### config.mk
export PLATFORM = sky130hd
export DESIGN_NAME = apb_req_arbiter
export DESIGN_NICKNAME = d
export VERILOG_FILES = /design/src/rtl/apb_agent_pkg.sv /design/src/rtl/apb_rr_picker.sv /design/src/rtl/apb_req_arbiter.sv
export SDC_FILE = /design/constraint.sdc
export NUM_CORES = 1
export LEC_CHECK = 0
export BUFFER_PORTS_ARGS = -buffer_cell sky130_fd_sc_hd__clkbuf_2
export CELL_PAD_IN_SITES_DETAIL_PLACEMENT = 2
export CELL_PAD_IN_SITES_GLOBAL_PLACEMENT = 2
export CORE_UTILIZATION = 23
export DETAILED_ROUTE_END_ITERATION = 16
export PLACE_DENSITY_LB_ADDON = 0.15
export SETUP_SLACK_MARGIN = 0.5
export SYNTH_ARGS = -nofsm -noshare
export SYNTH_HDL_FRONTEND = slang
export SYNTH_SLANG_ARGS = --single-unit
### constraint.sdc
create_clock -name pclk -period 4.7 [get_ports pclk]
set_input_delay 0 -clock pclk [delete_from_list [all_inputs] [get_ports pclk]]
set_output_delay 0 -clock pclk [all_outputs]
set_load 0.01 [all_outputs]
### src/rtl/apb_agent_pkg.sv
// Shared APB agent types: protection/direction encodings and the arbiter FSM state.
package apb_agent_pkg;

  typedef struct packed {
    logic instr;
    logic nonsecure;
    logic privileged;
  } apb_pprot_t;

  typedef enum logic {
    APB_READ  = 1'b0,
    APB_WRITE = 1'b1
  } apb_write_e;

  typedef enum logic [1:0] {
    ARB_IDLE   = 2'd0,
    ARB_SETUP  = 2'd1,
    ARB_ACCESS = 2'd2
  } apb_arb_state_e;

endpackage

### src/rtl/apb_rr_picker.sv
// Combinational round-robin picker: searches from last_grant+1 upward, wrapping modulo N.
module apb_rr_picker #(
  parameter int N  = 4,
  parameter int IW = (N > 1) ? $clog2(N) : 1
) (
  input  logic [N-1:0]  req,
  input  logic [IW-1:0] last_grant,
  output logic [N-1:0]  grant,
  output logic [IW-1:0] grant_idx
);

  logic          w_found;
  int            w_cand;
  logic [IW-1:0] w_cand_idx;

  always_comb begin
    grant      = '0;
    grant_idx  = '0;
    w_found    = 1'b0;
    w_cand     = 0;
    w_cand_idx = '0;
    for (int k = 1; k <= N; k++) begin
      w_cand     = (int'(last_grant) + k) % N;
      w_cand_idx = IW'(w_cand);
      if (!w_found && req[w_cand_idx]) begin
        w_found           = 1'b1;
        grant[w_cand_idx] = 1'b1;
        grant_idx         = w_cand_idx;
      end
    end
  end

endmodule

### src/rtl/apb_req_arbiter.sv
// Round-robin arbiter that sequences granted requests onto a single APB requester bus
// and returns a registered, one-cycle response pulse to the granted requester.
module apb_req_arbiter
  import apb_agent_pkg::*;
#(
  parameter int DATA_WIDTH = 32,
  parameter int ADDR_WIDTH = 32,
  parameter int NUM_REQ    = 4
) (
  input  logic                              pclk,
  input  logic                              preset_n,
  input  logic [NUM_REQ-1:0]                req_valid,
  output logic [NUM_REQ-1:0]                req_ready,
  input  logic [NUM_REQ*ADDR_WIDTH-1:0]     req_addr,
  input  logic [NUM_REQ-1:0]                req_write,
  input  logic [NUM_REQ*DATA_WIDTH-1:0]     req_wdata,
  input  logic [NUM_REQ*(DATA_WIDTH/8)-1:0] req_strb,
  input  logic [NUM_REQ*3-1:0]              req_prot,
  output logic [NUM_REQ-1:0]                rsp_valid,
  output logic [DATA_WIDTH-1:0]             rsp_rdata,
  output logic                              rsp_slverr,
  output logic [ADDR_WIDTH-1:0]             paddr,
  output logic [2:0]                        pprot,
  output logic                              psel,
  output logic                              penable,
  output logic                              pwrite,
  output logic [DATA_WIDTH-1:0]             pwdata,
  output logic [DATA_WIDTH/8-1:0]           pstrb,
  input  logic                              pready,
  input  logic [DATA_WIDTH-1:0]             prdata,
  input  logic                              pslverr
);

  localparam int SW = DATA_WIDTH / 8;
  localparam int IW = (NUM_REQ > 1) ? $clog2(NUM_REQ) : 1;

  apb_arb_state_e          r_state, w_state_next;
  logic [IW-1:0]           r_last_grant, r_gnt_idx;
  logic [ADDR_WIDTH-1:0]   r_paddr;
  apb_pprot_t              r_pprot;
  apb_write_e              r_pwrite;
  logic [DATA_WIDTH-1:0]   r_pwdata, r_rsp_rdata;
  logic [SW-1:0]           r_pstrb;
  logic [NUM_REQ-1:0]      r_rsp_valid;
  logic                    r_rsp_slverr;

  logic [NUM_REQ-1:0]      w_pick, w_rsp_onehot;
  logic [IW-1:0]           w_pick_idx;
  logic                    w_done, w_take;
  logic [ADDR_WIDTH-1:0]   w_addr_arr  [NUM_REQ];
  logic [DATA_WIDTH-1:0]   w_wdata_arr [NUM_REQ];
  logic [SW-1:0]           w_strb_arr  [NUM_REQ];
  logic [2:0]              w_prot_arr  [NUM_REQ];

  genvar gi;
  generate
    for (gi = 0; gi < NUM_REQ; gi++) begin : g_unpack
      assign w_addr_arr[gi]   = req_addr[gi*ADDR_WIDTH +: ADDR_WIDTH];
      assign w_wdata_arr[gi]  = req_wdata[gi*DATA_WIDTH +: DATA_WIDTH];
      assign w_strb_arr[gi]   = req_strb[gi*SW +: SW];
      assign w_prot_arr[gi]   = req_prot[gi*3 +: 3];
      assign w_rsp_onehot[gi] = (r_gnt_idx == IW'(gi));
    end
  endgenerate

  apb_rr_picker #(.N(NUM_REQ), .IW(IW)) u_picker (
    .req        (req_valid),
    .last_grant (r_last_grant),
    .grant      (w_pick),
    .grant_idx  (w_pick_idx)
  );

  // A grant is only possible when the bus is free now or frees up at this edge.
  assign w_done = (r_state == ARB_ACCESS) && pready;
  assign w_take = ((r_state == ARB_IDLE) || w_done) && (|req_valid);

  always_ff @(posedge pclk or negedge preset_n) begin
    if (!preset_n) r_state <= ARB_IDLE;
    else           r_state <= w_state_next;
  end

  always_comb begin
    w_state_next = r_state;
    case (r_state)
      ARB_IDLE:   w_state_next = w_take ? ARB_SETUP : ARB_IDLE;
      ARB_SETUP:  w_state_next = ARB_ACCESS;
      ARB_ACCESS: if (pready) w_state_next = w_take ? ARB_SETUP : ARB_IDLE;
      default:    w_state_next = ARB_IDLE;
    endcase
  end

  always_comb begin
    psel      = (r_state != ARB_IDLE);
    penable   = (r_state == ARB_ACCESS);
    req_ready = w_take ? w_pick : '0;
  end

  always_ff @(posedge pclk or negedge preset_n) begin
    if (!preset_n) begin
      r_last_grant <= IW'(NUM_REQ - 1);
      r_gnt_idx    <= '0;
      r_paddr      <= '0;
      r_pprot      <= '0;
      r_pwrite     <= APB_READ;
      r_pwdata     <= '0;
      r_pstrb      <= '0;
    end else if (w_take) begin
      r_last_grant <= w_pick_idx;
      r_gnt_idx    <= w_pick_idx;
      r_paddr      <= w_addr_arr[w_pick_idx];
      r_pprot      <= apb_pprot_t'(w_prot_arr[w_pick_idx]);
      r_pwrite     <= apb_write_e'(req_write[w_pick_idx]);
      // Reads leave pwdata untouched to avoid needless bus toggling.
      if (req_write[w_pick_idx]) begin
        r_pwdata <= w_wdata_arr[w_pick_idx];
        r_pstrb  <= w_strb_arr[w_pick_idx];
      end else begin
        r_pstrb  <= '0;
      end
    end
  end

  always_ff @(posedge pclk or negedge preset_n) begin
    if (!preset_n) begin
      r_rsp_valid  <= '0;
      r_rsp_rdata  <= '0;
      r_rsp_slverr <= 1'b0;
    end else begin
      r_rsp_valid  <= w_done ? w_rsp_onehot : '0;
      r_rsp_rdata  <= (w_done && (r_pwrite == APB_READ)) ? prdata : '0;
      r_rsp_slverr <= w_done && pslverr;
    end
  end

  assign paddr      = r_paddr;
  assign pprot      = r_pprot;
  assign pwrite     = r_pwrite;
  assign pwdata     = r_pwdata;
  assign pstrb      = r_pstrb;
  assign rsp_valid  = r_rsp_valid;
  assign rsp_rdata  = r_rsp_rdata;
  assign rsp_slverr = r_rsp_slverr;

endmodule
==> run summary <==
status = complete, no violations
RSZ-0062 raised after global routing = no
max-cap viol count = 0
dpl ws = 0.8452 ns
via count = 7,780
Final Net Count = 1,590
pwr dens = 718.6 mW/mm^2
type of origin of the critical path = flip-flop
Post-DRT Antenna Nets = 0
setup TNS = 0 ns
Via density = 4.704
Leakage = 5.825 nW
global-route wire length before repair = 49.72 mm
Mean Syn Cell Area = 9.511 sq um
Met3 Wirelength = 2.609 mm
Synth Flop Type = dfrtp_1
final setup margin = 0.7854 ns
Worst R2R Path Depth = 11
Least-Margin Pin Slew = 0.8425 ns
Layout Utilization = 38.83%
worst reg2reg startpoint = r_last_grant[0]
Clock Latency Late Sink = 0.42 ns
Reg clk slew, reported paths = 0.07 ns
Yosys reg bits = 115
share of cells above drive strength 1 = 43.65%
FFs w/ async S/R, synth = 100.0%
Crit path required time = 5.01 ns
HPWL reported at the end of detailed placement = 23.41 mm
YS warnings = 0
Design Area, Final = 0.01127 sq mm
grt total ovfl = 0
commonest non-fill, non-tap cell in the layout = clkbuf_2
Hold Vio Cnt, Final = 0
Synth area leader = dfrtp_1
Synth Area in XOR/XNOR = 0%
Starting Density = 23.67%
# DRC = 0
Setup CP Type = reg -> reg
die width = 174.8 um
share of the synthesized area in the top cell type = 41.18%
largest fanout on the critical path = 77
simple-gate share of the synthesized area = 19.41%
die area = 0.03055 sq mm
hold path start = req_wdata[53]
EDFF count, synth = 0
largest net degree at the start of global routing = 155
vias in the first global route = 8,639
crit path DAT = 4.23 ns
CTS Buf Count = 17
normalized max-slew margin = 43.83%
CP Capture Type = flip-flop
met2 wire length = 16.79 mm
Setup Skew = 0.01280 ns
Yosys cell types = 43
Placed Area = 0.009437 sq mm
Pins Over Slew Limit = 0
TritonRoute pass-1 iters = 5
Peak Freq = 0.2555 GHz
post-synthesis sequential area ratio = 41.95%
peak supply drop = 0.0004792 V
Tightest Hold Check Type = in -> reg
post-synthesis adder-cell area fraction = 1.458%
core outline area = 0.02901 sq mm
main combinational cell family by area after synthesis = compound AO/OA/AOI/OAI gates
CTS sink count = 115
fin crit share = 83.29%
Compound-Gate Fraction of Synth Area = 22.08%
Total GRT Usage = 21.17%
hold endpoint = pwdata[21]
initial antenna violation count = 3
commonest non-fill, non-tap cells in the layout = 441 x clkbuf_2, 142 x nand2_1, 113 x dfrtp_1
Gate Count Post-Synth = 722
DR iter-0 viols = 157
Final GP Congestion = 0.7572
post-route minimum period = 3.915 ns
PortBufs = 442
# H-tree levels = 4
Area Overhead vs Synth = 64.07%
DR WL/cell = 20.25 um
Die Y = 174.8 um
Boundary Pins = 443
Syn Std Cell Area = 0.006867 sq mm
# fillers = 3,306
ranking of synthesized cells by area = dfrtp_1 41%, nand2_1 7.8%, a211oi_1 7.4%
reg2reg end = paddr[9]
Met1 Wirelength = 13.25 mm
mux cell area share after synthesis = 10.33%
Clock Tree Buf Depth = 2
row cnt = 62
post-detailed-routing wire length = 33.50 mm
CTS tree = done
hold depth = 4
final setup fails = 0
R2R setup slack = 0.79 ns
Net Count, Synth = 1,058
Top Layer Used = met4
Tot Pwr = 8.095 mW
CTS root buf = clkbuf_16
## power by group
group	switching (mW)	internal (mW)
Sequential	0.241	1.40
Combinational	2.85	2.19
Clock	0.570	0.851
Total	3.66	4.44
## kinds of logic (layout without fill, tap and decap cells)
kind of cell,after synthesis,after routing
and+or+nand+nor,276,276
buffers and inverters,70,614
muxes,53,53
AOI/OAI and AO/OA,200,201
adders and majority gates,8,8
other,0,3
DFF,115,115
## synthesized netlist by cell type, types with 2 or more instances
cell type and instances:
dfstp_2 2, mux4_2 3, a31oi_4 2, and2_1 33, nor2b_1 70, nand3_1 2, a21oi_1 8, buf_6 2
a311oi_1 35, nand2b_1 2, buf_4 5, dfrtp_1 113, ha_1 8, a31oi_1 32, buf_2 25, mux2i_1 12
mux2_4 25, a22oi_1 4, o21ai_0 4, a221oi_1 4, a21o_1 36, nor2_1 18, mux2_2 13, nand2_1 142
buf_1 5, inv_1 5, a211oi_1 68, clkbuf_1 28, nor3_1 2
## area by class of cell
class / count / area [sq um] / share of cell area [%]
multi-input cells: 538 / 3704 / 32.87
repair buffers: 577 / 3551 / 31.52
flip-flops and latches: 115 / 2880 / 25.57
well taps: 384 / 480.5 / 4.265
clock buffers: 17 / 425.4 / 3.776
clock inverters: 15 / 195.2 / 1.733
inverters: 5 / 22.52 / 0.1999
diodes: 3 / 7.507 / 0.06664
## routing by layer
metal / vias up / global-route usage [%]
li1: 3655 / -
met1: 3783 / 23.59
met2: 305 / 37.27
met3: 37 / 7.180
met4: 0 / 7.500
met5: - / 0
## worst max-delay path, stage by stage (launching register included)
cell,delay (ns)
dfstp_2,0.77
clkinvlp_4,0.23
ha_2,0.45
mux2i_1,0.10
o211a_1,0.30
a31oi_4,0.30
clkbuf_16,0.36
nor2b_1,0.09
a211oi_1,0.26
a311oi_1,0.10
dlygate4sd3_1,0.60
a21o_1,0.16
## flip-flops by register name, indices dropped and copies added, names as in the netlist, 3 cells and up
signal,flops
paddr,32
pstrb,4
rsp_rdata,32
pwdata,32
pprot,3
rsp_valid,4
## through the flow
step / hold slack [ns] / instances
after floorplan: -0.2956 / 722
after global placement: -0.03854 / 1501
after detailed placement: -0.02515 / 1501
after CTS: 0.001924 / 1642
after global routing: 0.02837 / 1654
final: 0.02095 / 1654
## what timing repair did
item,4_1_cts,5_1_grt
resized for setup,0,6
hold buffers,109,0
setup endpoints to repair,0,15
endpoints found under the hold margin,103,0
buffers inserted,0,7
## how the worst max path moves through the flow
stage,start,to,cells after the start
after global routing,r_last_grant[0],paddr[9],11
after global placement,r_last_grant[0],pwdata[15],10
after CTS,r_last_grant[0],paddr[5],11
after detailed placement,r_last_grant[0],pwdata[15],10
after floorplan,r_last_grant[0],pwdata[10],12
final,r_last_grant[0],paddr[9],11
No activity file was read; power rests on OpenSTA's default activity.
